File: src/rtl/vga_timing_gen.sv
// vga_timing_gen: pixel-rate h/v raster counters with registered sync and colour for a VGA DAC.
// Latency: rgb/hsync/vsync trail x/y by one pixel (2 clks); free-running, no backpressure.
module vga_timing_gen #(
  parameter int H_VISIBLE = 640,
  parameter int H_FRONT   = 16,
  parameter int H_SYNC    = 96,
  parameter int H_BACK    = 48,
  parameter int V_VISIBLE = 480,
  parameter int V_FRONT   = 10,
  parameter int V_SYNC    = 2,
  parameter int V_BACK    = 33
) (
  input  logic        clk,
  input  logic        rst,
  output logic [10:0] x,
  output logic [10:0] y,
  input  logic        show,
  input  logic [7:0]  fg_color,
  input  logic [7:0]  bg_color,
  output logic [7:0]  rgb,
  output logic        hsync,
  output logic        vsync,
  output logic        video_on,
  output logic        pixel_tick,
  output logic        frame_start
);

  localparam int H_TOTAL = H_VISIBLE + H_FRONT + H_SYNC + H_BACK;
  localparam int V_TOTAL = V_VISIBLE + V_FRONT + V_SYNC + V_BACK;

  localparam logic [10:0] H_LAST     = 11'(H_TOTAL - 1);
  localparam logic [10:0] V_LAST     = 11'(V_TOTAL - 1);
  localparam logic [10:0] H_VIS      = 11'(H_VISIBLE);
  localparam logic [10:0] V_VIS      = 11'(V_VISIBLE);
  localparam logic [10:0] HS_START   = 11'(H_VISIBLE + H_FRONT);
  localparam logic [10:0] HS_END     = 11'(H_VISIBLE + H_FRONT + H_SYNC);
  localparam logic [10:0] VS_START   = 11'(V_VISIBLE + V_FRONT);
  localparam logic [10:0] VS_END     = 11'(V_VISIBLE + V_FRONT + V_SYNC);

  logic        r_toggle;
  logic [10:0] r_h_cnt;
  logic [10:0] r_v_cnt;
  logic        r_hsync;
  logic        r_vsync;
  logic [7:0]  r_rgb;
  logic        r_frame_start;

  logic        w_h_last;
  logic        w_v_last;
  logic        w_hsync_act;
  logic        w_vsync_act;
  logic        w_video_on;
  logic [7:0]  w_pix_color;

  assign w_h_last    = (r_h_cnt == H_LAST);
  assign w_v_last    = (r_v_cnt == V_LAST);
  assign w_hsync_act = (r_h_cnt >= HS_START) && (r_h_cnt < HS_END);
  assign w_vsync_act = (r_v_cnt >= VS_START) && (r_v_cnt < VS_END);
  assign w_video_on  = (r_h_cnt < H_VIS) && (r_v_cnt < V_VIS);
  assign w_pix_color = w_video_on ? (show ? fg_color : bg_color) : 8'h00;

  // Divide-by-two pixel enable; the first enabled edge is the second edge after reset release.
  always_ff @(posedge clk or negedge rst) begin
    if (!rst) begin
      r_toggle <= 1'b0;
    end else begin
      r_toggle <= ~r_toggle;
    end
  end

  always_ff @(posedge clk or negedge rst) begin
    if (!rst) begin
      r_h_cnt <= '0;
      r_v_cnt <= '0;
    end else if (r_toggle) begin
      if (w_h_last) begin
        r_h_cnt <= '0;
        if (w_v_last) begin
          r_v_cnt <= '0;
        end else begin
          r_v_cnt <= r_v_cnt + 11'd1;
        end
      end else begin
        r_h_cnt <= r_h_cnt + 11'd1;
      end
    end
  end

  // Sync and colour are sampled from the pixel being left, so they stay aligned with each other.
  always_ff @(posedge clk or negedge rst) begin
    if (!rst) begin
      r_hsync <= 1'b1;
      r_vsync <= 1'b1;
      r_rgb   <= 8'h00;
    end else if (r_toggle) begin
      r_hsync <= ~w_hsync_act;
      r_vsync <= ~w_vsync_act;
      r_rgb   <= w_pix_color;
    end
  end

  always_ff @(posedge clk or negedge rst) begin
    if (!rst) begin
      r_frame_start <= 1'b0;
    end else begin
      r_frame_start <= r_toggle & w_h_last & w_v_last;
    end
  end

  assign x           = r_h_cnt;
  assign y           = r_v_cnt;
  assign rgb         = r_rgb;
  assign hsync       = r_hsync;
  assign vsync       = r_vsync;
  assign video_on    = w_video_on;
  assign pixel_tick  = r_toggle;
  assign frame_start = r_frame_start;

endmodule

File: config.mk
export PLATFORM = sky130hd
export DESIGN_NAME = vga_timing_gen
export DESIGN_NICKNAME = d
export VERILOG_FILES = /design/src/rtl/vga_timing_gen.sv
export SDC_FILE = /design/constraint.sdc
export NUM_CORES = 1
export LEC_CHECK = 0
export CAP_MARGIN = 20
export CELL_PAD_IN_SITES_DETAIL_PLACEMENT = 2
export CELL_PAD_IN_SITES_GLOBAL_PLACEMENT = 2
export CORE_MARGIN = 5
export CORE_UTILIZATION = 28
export DETAILED_ROUTE_END_ITERATION = 6
export GPL_TIMING_DRIVEN = 0
export PLACE_DENSITY_LB_ADDON = 0.1
export SYNTH_ARGS = -nofsm -noshare
export SYNTH_HDL_FRONTEND = slang
export SYNTH_SLANG_ARGS = --single-unit
export TNS_END_PERCENT = 100
File: constraint.sdc
create_clock -name clk -period 2.38 [get_ports clk]
set_clock_uncertainty 0.2 [all_clocks]
set_input_delay 0.238 -clock clk [delete_from_list [all_inputs] [get_ports clk]]
set_output_delay 0.238 -clock clk [all_outputs]
set_load 0.1 [all_outputs]
==> impl_metrics.tcl, run 1 <==
set metrics [dict create \
    synth_fp_nets 189 \
    viasPerCell 5.02 \
    synth_area_sq_um 1710 \
    startpoint_type "flop" \
    layout_common_cells "clkdlybuf4s50_1, dfrtp_1, nor2_1" \
    maxSlewViolCount 0 \
    clock_latency_ps 290 \
    drtIter0Drc 41 \
    slowest_stage "clkdlybuf4s50_1" \
    place_congestion 0.771 \
    ios 54 \
    core_area_sq_um 5920 \
    synth.largest_area_cell "dfrtp_1" \
    track_usage_pct 15.7 \
    ant_nets 0 \
    rsz0062_at_grt "false" \
    syn_avg_cell_area_sq_um 10.4 \
    drc 0 \
    synthToLayoutAreaGrowth_pct 44.9 \
    fin_crit_sh_pct 97.9 \
    drt-pass1-iter-count 4 \
    finish.instance_area_sq_um 2470 \
    num_vias 1512 \
    p_leak_nw 1.20 \
    hold_viol 0 \
    hp-class "flop to flop" \
    netlist.area_leader.share_pct 46.9 \
    yosysSeqAreaShare_pct 50.0 \
    clk_path_buf_depth 2 \
    die_h_microns 88.1 \
    clk_pin_slew_ps 80 \
    status "finished, final reports clean" \
    n_antenna_cell 0 \
    overflow 0 \
    post_cts_buffers 0 \
    grt_pass1_wl_mm 9.34 \
    crit_arrival_ps 1890 \
    relSlewSlack_pct 33.4 \
    slowest_delay_ps 1160 \
    cpLargestDelayFamily "buffers and inverters" \
    h-tree-depth 2 \
    setup_violations 0 \
    grt_pass1_vias 1799 \
    wl_per_cell_microns 18.2 \
    io_buffer_count 52 \
    maxCapViolCount 0 \
    cts_root_buffer "clkbuf_8" \
    postPlaceCellArea_sq_um 2330 \
    ys_warn_count 0 \
    critPathBufInv 1 \
    ys_types 34 \
    dp_hpwl_mm 4.15 \
    final_common_cell "clkdlybuf4s50_1" \
    cts_tree "built" \
    cp_max_fo 7 \
    grt_max_degree 35 \
    power_mw 1.44 \
    cp_data_required_time_ps 1940 \
    power_density_nw_per_um2 580 \
    clkSinkCount 34 \
    ir_drop_v 0.000262 \
    final_nets 249 \
    synth.top_cells.by_area "dfrtp_1, mux2i_1, xnor2_1" \
    antenna_found_initial 0 \
    worstPathCellList "clkdlybuf4s50_1" \
    synth_cells 165 \
    num-fill-cells 624 \
    finalCriticalPeriod_ps 2330 \
    end_kind "output pin" \
    synth_seq_cells 34 \
    start_util_pct 28.8 \
    cts_made_buffers 5 \
    die_w_microns 88.1 \
    num_rows 28 \
    layout-drive-gt1-share_pct 11.5 \
    fmax_mhz 429 \
    die_area_sq_um 7760 \
    worst_slew_pin_slew_ps 996 \
    wl_mm 5.48 \
    critical_path_class "flop to output pin" \
]
## what timing repair did
| item | 4_1_cts | 5_1_grt |
|---|---|---|
| resized for setup | 15 | 7 |
| endpoints found under the setup margin | 12 | 7 |
| hold buffers | 1 | 0 |
| pin swaps | 0 | 0 |
| hold endpoints to repair | 32 | 0 |
## layer usage
layer | up-vias | global-route usage, % | share of wire, %
met1 | 764 | 18.3 | 42
met2 | 33 | 28.6 | 52
met3 | 5 | 3.95 | 5.0
met5 | - | 0 | 0
li1 | 710 | - | -
met4 | 0 | 4.12 | 0.97
## worst paths after layout
path	start	slack [ps]	cells after the start	endpoint
hold reg to reg	hsync	300	2	hsync
max in group asynchronous	rst	1040	2	y[7]
setup reg to reg	y[1]	360	6	y[3]
hold / removal	hsync	300	2	hsync
min in group asynchronous	rst	380	2	x[7]
setup / recovery	y[5]	50	1	y[5]
## logic make-up (layout without fill, tap and decap cells)
family / after synthesis / count (layout) / synth area share [%]
flip-flops: 34 / 34 / 50.0
XOR/XNOR: 12 / 12 / 6.15
adder cells (fa/ha/maj): 5 / 5 / 3.66
AND/OR/NAND/NOR: 67 / 67 / 21.2
AO/OA/AOI/OAI: 25 / 25 / 10.1
buffers and inverters: 12 / 73 / 3.00
multiplexers: 10 / 10 / 5.93
## state kept, by name, summed over array words and instances, names as in the netlist
name and count:
y 11, x 11, frame_start 1, vsync 1, pixel_tick 1, hsync 1, rgb 8
## layout make-up
class / count / area [sq um] / area share, %
Sequential cell: 34 / 861 / 34.8
Multi-Input combinational cell: 119 / 803 / 32.5
Timing Repair Buffer: 53 / 522 / 21.1
Tap cell: 75 / 93.8 / 3.79
Clock buffer: 6 / 82.6 / 3.34
Clock inverter: 2 / 60.1 / 2.43
Inverter: 8 / 31.3 / 1.26
Buffer: 4 / 21.3 / 0.859
## cell usage after synthesis
cell type / n
dfrtp_1: 32
nor2_1: 20
nand3_1: 11
nand4_1: 10
mux2i_1: 9
xnor2_1: 9
a22o_1: 8
nand2_1: 8
o21ai_0: 7
inv_1: 6
ha_1: 5
and3_1: 4
a21oi_1: 3
and4_1: 3
nor3_1: 3
xor2_1: 3
a31oi_1: 2
buf_2: 2
clkinv_1: 2
dfstp_2: 2
nor4b_1: 2
o31ai_1: 2
a2bb2oi_1: 1
and2_1: 1
and3_2: 1
and4bb_2: 1
buf_1: 1
buf_4: 1
mux2_2: 1
nor3b_2: 1
nor4_1: 1
o21a_1: 1
o31a_1: 1
or4b_1: 1
## where the power goes
group | total [mW] | internal (mW) | switching [mW]
registers | 0.594 | 0.588 | 0.00648
clock network | 0.673 | 0.447 | 0.226
logic | 0.169 | 0.0567 | 0.112
## per-stage QoR
stage	setup TNS, ps	util, %	instances	setup WS (ps)	hold WS [ps]
final	0	41.8	301	49.7	295
after global routing	0	41.8	301	13.8	326
after global placement	-439	39.4	292	-204	286
after CTS	0	41.6	301	0.795	294
after floorplan	0	-	165	39.0	-258
after detailed placement	-257	39.3	292	-257	184
(Power assumes the default switching activity.)
==> inputs of run 2 (changes only) <==
--- a/config.mk
+++ b/config.mk
@@ -11,7 +11,7 @@
 export CORE_MARGIN = 5
 export CORE_UTILIZATION = 28
 export DETAILED_ROUTE_END_ITERATION = 6
-export GPL_TIMING_DRIVEN = 0
+export GPL_ROUTABILITY_DRIVEN = 0
 export PLACE_DENSITY_LB_ADDON = 0.1
 export SYNTH_ARGS = -nofsm -noshare
 export SYNTH_HDL_FRONTEND = slang
==> run 2 against run 1 <==
Compared with the run above:
- clock-buffer cell count fell by 1
- flip-flop and latch count did not move
- cell area decreased by 4.1%
- sequential share of layout area grew 1.5 points
- largest power group is now registers
==> impl_metrics.tcl, run 2 (same netlist as run 1, synthesis figures left out) <==
set metrics [dict create \
    worstPathCellList "nand4_1, nand3_1, clkinv_2, buf_12" \
    cts_tree "built" \
    setup_tns_ps 0 \
    hp-class "primary input to asynchronous set/reset pin" \
    overflow 0 \
    die_w_microns 88.1 \
    num_rows 28 \
    start_util_pct 28.8 \
    cts_made_buffers 5 \
    drc 0 \
    clk_pin_slew_ps 80 \
    drtIter0Drc 35 \
    dp_hpwl_mm 4.01 \
    h-tree-depth 2 \
    ir_drop_v 0.000250 \
    worst_slew_pin_slew_ps 473 \
    fin_crit_sh_pct 84.6 \
    grt_pass1_vias 1768 \
    status "finished, final reports clean" \
    final_nets 247 \
    holdWs_ps 164 \
    cp_data_required_time_ps 1940 \
    slowest_delay_ps 440 \
    wl_per_cell_microns 17.5 \
    wl_mm 5.24 \
    antenna_found_initial 0 \
    fmax_mhz 496 \
    relSlewSlack_pct 68.3 \
    die_h_microns 88.1 \
    cts_resized 0 \
    num-fill-cells 644 \
    clk_path_buf_depth 2 \
    p_leak_nw 1.09 \
    viasPerCell 5.16 \
    clkSinkCount 34 \
    io_buffer_count 53 \
    core_area_sq_um 5920 \
    cts_hold_buf 0 \
    end_kind "output pin" \
    setup_violations 0 \
    critical_path_class "flop to output pin" \
    layout_common_cells "buf_4, dfrtp_1, nor2_1" \
    startpoint_type "flop" \
    grt_pass1_wl_mm 8.95 \
    maxSlewViolCount 0 \
    finalCriticalPeriod_ps 2010 \
    drt-pass1-iter-count 3 \
    clock_latency_ps 290 \
    slowest_stage "dfrtp_2" \
    num_vias 1543 \
    n_antenna_cell 0 \
    layout-drive-gt1-share_pct 25.9 \
    synthToLayoutAreaGrowth_pct 39.0 \
    rsz0062_at_grt "false" \
    crit_arrival_ps 1580 \
    ant_nets 0 \
    cts_root_buffer "clkbuf_8" \
    hold_viol 0 \
    ios 54 \
    grt_max_degree 35 \
    maxCapViolCount 0 \
    cp_max_fo 9 \
    power_density_nw_per_um2 549 \
    die_area_sq_um 7760 \
    post_cts_buffers 0 \
    track_usage_pct 14.9 \
    final_common_cell "buf_4" \
]
run 2: cell count changes in the layout (fill, tap and decap cells not counted), moves of 2 or more:
cell / before / now
clkdlybuf4s50_1: 33 / 18
dlygate4sd2_1: 11 / 0
clkinvlp_4: 0 / 2
buf_2: 4 / 0
buf_4: 1 / 36
dlymetal6s2s_1: 6 / 0
run 2: final timing paths:
check	start	endpoint	slack, ps	cells after the start
max	y[5]	video_on	370	4
min	rst	x[4]	160	2
max reg2reg	y[0]	y[3]	380	6
min reg2reg	vsync	vsync	310	2
max in group asynchronous	rst	vsync	1450	2
min in group clk	vsync	vsync	310	2
run 2: metal layers:
layer / share of wire, % / track usage, %
met1: 42 / 18.0
met2: 51 / 25.5
met3: 5.0 / 3.86
met4: 1.7 / 5.36
met5: 0 / 0
run 2: area by class of cell:
class	instances	area, sq um	share of cell area [%]
inverter	8	31.3	1.32
sequential	34	861	36.3
tap	75	93.8	3.95
clock inverter	3	45.0	1.90
multi-input combinational	119	803	33.8
clock buffer	5	68.8	2.90
timing repair buffer	55	470	19.8
run 2: worst max-delay path: cells and delay by family, from the launching register on:
| kind | cells | cell delay [ps] |
|---|---|---|
| buffers and inverters | 2 | 400 |
| AND/OR/NAND/NOR | 2 | 430 |
| flip-flops | 1 | 440 |
run 2: report_power, final:
part | switching [mW] | leakage, nW | internal [mW]
Sequential | 0.00617 | 0.425 | 0.588
Combinational | 0.111 | 0.611 | 0.0547
Clock | 0.232 | 0.0504 | 0.312
run 2: metrics by stage:
stage | setup WS (ps) | std cells | power [mW] | util [%] | area (sq um)
after global routing | 178 | 299 | 1.36 | 40.1 | 2370
after detailed placement | 401 | 291 | 0.774 | 38.2 | 2260
after CTS | 300 | 299 | 1.32 | 40.1 | 2370
final | 366 | 299 | 1.30 | 40.1 | 2370
after floorplan | 39.0 | 165 | 0.705 | - | 1720
after global placement | 480 | 291 | 0.769 | 38.2 | 2260
==> inputs of run 3 (changes only) <==
--- a/config.mk
+++ b/config.mk
@@ -9,7 +9,7 @@
 export CELL_PAD_IN_SITES_DETAIL_PLACEMENT = 2
 export CELL_PAD_IN_SITES_GLOBAL_PLACEMENT = 2
 export CORE_MARGIN = 5
-export CORE_UTILIZATION = 28
+export CORE_UTILIZATION = 25
 export DETAILED_ROUTE_END_ITERATION = 6
 export GPL_ROUTABILITY_DRIVEN = 0
 export PLACE_DENSITY_LB_ADDON = 0.1
==> constraint.sdc (replaced) <==
create_clock -name clk -period 1.7 [get_ports clk]
set_clock_uncertainty 0.2 [all_clocks]
set_input_delay 0.17 -clock clk [delete_from_list [all_inputs] [get_ports clk]]
set_output_delay 0.17 -clock clk [all_outputs]
set_load 0.1 [all_outputs]
==> run 3 against run 2 <==
Compared with the run above:
- sequential power grew 41%
- the run now ends with negative setup slack left
- hold slack worse by 110 ps
- routed wire length is 22% higher
- critical path depth up 1
- sequential share of layout area shrank 8.3 points
- die area increased by 11%
==> impl_metrics.tcl, run 3 (same netlist as run 1, synthesis figures left out) <==
set metrics [dict create \
    cts_tree "built" \
    multi_input_area_sq_um 925 \
    reg2reg_from "x[7]" \
    synthToLayoutAreaGrowth_pct 92.8 \
    final_common_cell "buf_12" \
    crit_path_end "y[5]" \
    grt_pass1_wl_mm 10.2 \
    die_h_microns 92.7 \
    r2r_cells 5 \
    antenna_found_initial 0 \
    layout_common_cells "buf_12, buf_4, nor2_1, clkdlybuf4s50_1, dfrtp_4" \
    clk_pin_slew_ps 70 \
    drt-pass1-iter-count 4 \
    drtIter0Drc 63 \
    core_area_sq_um 6720 \
    viasPerCell 4.88 \
    hp-class "primary input to asynchronous set/reset pin" \
    num-fill-cells 653 \
    maxSlewViolCount 0 \
    r2r-end "y[5]" \
    rsz0062_at_grt "true" \
    n_antenna_cell 0 \
    wl_per_cell_microns 18.7 \
    io_buffer_count 53 \
    wirelength_met1_mm 2.64 \
    cp-startpoint "x[7]" \
    worst_slew_pin_slew_ps 325 \
    r2r_setup_slack_ps -150 \
    setup_violations 12 \
    top_layer "met4" \
    cp_max_fo 6 \
    track_usage_pct 15.1 \
    wl_met3_microns 359 \
    ir_drop_v 0.000341 \
    cts_made_buffers 5 \
    hold_viol 0 \
    grt_max_degree 35 \
    power_density_nw_per_um2 535 \
    overflow 0 \
    h-tree-depth 2 \
    status "finished, violations left" \
    wl_mm 6.38 \
    finalCriticalPeriod_ps 1850 \
    final_nets 285 \
    instances_no_fill 342 \
    post-route-util_pct 49.0 \
    fin_ws_ps -151 \
    crit_arrival_ps 1830 \
    fin_crit_sh_pct 109 \
    relSlewSlack_pct 78.3 \
    dpl.cell_count 330 \
    layout-drive-gt1-share_pct 50.0 \
    dp_slack_ps -146 \
    grt_pass1_vias 1984 \
    clock_latency_ps 290 \
    end_kind "flop" \
    violations "negative setup slack" \
    drc 0 \
    clk_path_buf_depth 2 \
    die_area_sq_um 8580 \
    route.met2.wl_mm 3.33 \
    dp_hpwl_mm 4.70 \
    ff_latch_area_sq_um 920 \
    cts_hold_buf 0 \
    num_vias 1669 \
    clkSinkCount 34 \
    fmax_mhz 540 \
    critical_path_class "flop to flop" \
    cts_root_buffer "clkbuf_8" \
    start_util_pct 25.4 \
    ant_nets 0 \
    startpoint_type "flop" \
    num_rows 30 \
    cp_data_required_time_ps 1680 \
    die_w_microns 92.7 \
    maxCapViolCount 0 \
    ios 54 \
    p_leak_nw 1.42 \
]
==> run 3: changes by cell type in the layout (fill, tap and decap cells not counted), sizes merged <==
| cell | delta |
|---|---|
| bufinv | -1 |
| buf | +38 |
| clkbuf | +3 |
| clkinvlp | -2 |
==> run 3: repair_timing <==
item / CTS / global route
gates resized for setup: 20 / 7
setup buffers: 3 / 1
endpoints found under the setup margin: 12 / 14
pin swaps: 8 / 2
==> run 3: final cells by class <==
cell class / count / share of cell area, %
timing repair buffer: 93 / 36.9
multi-input combinational: 119 / 28.1
sequential: 34 / 27.9
tap: 80 / 3.04
clock buffer: 8 / 2.74
inverter: 8 / 1.37
==> run 3: how the worst min path moves through the flow <==
stage | start | to | slack [ps] | cells past startpoint
finish | rst | x[4] | 50 | 2
global route | rst | x[4] | 70 | 2
global placement | vsync | vsync | 300 | 2
detailed placement | hsync | hsync | 310 | 2
CTS | rst | x[4] | 50 | 2
floorplan | rst | frame_start | -330 | 0
==> run 3: critical path, cell delays in order (launching register included) <==
cell	delay (ps)
dfrtp_4	480
nor3b_2	300
nand3_1	160
buf_4	190
nor2_1	150
xor2_1	250
==> run 3: where the power goes <==
| group | total, mW | internal (mW) | switching [mW] |
|---|---|---|---|
| Combinational | 0.280 | 0.122 | 0.158 |
| Clock | 0.641 | 0.331 | 0.310 |
| Sequential | 0.840 | 0.822 | 0.0177 |
| Total | 1.76 | 1.28 | 0.486 |
==> run 3: metrics by stage <==
stage / cell area (sq um) / power, mW / hold WS, ps / setup TNS, ps
2_1_floorplan: 1820 / 0.988 / -326 / -1740
3_3_place_gp: 3070 / 1.13 / 299 / -374
3_5_place_dp: 3070 / 1.14 / 312 / -700
4_1_cts: 3250 / 1.80 / 54.7 / -890
5_1_grt: 3290 / 1.83 / 69.5 / -1790
6_report: 3290 / 1.76 / 49.3 / -1030
==> run 3: metal layers <==
layer  global-route usage [%]  vias to the layer above
li1                         -                      783
met1                     17.4                      843
met2                     26.9                       38
met3                     5.04                        5
met4                     3.79                        0
met5                        0                        -
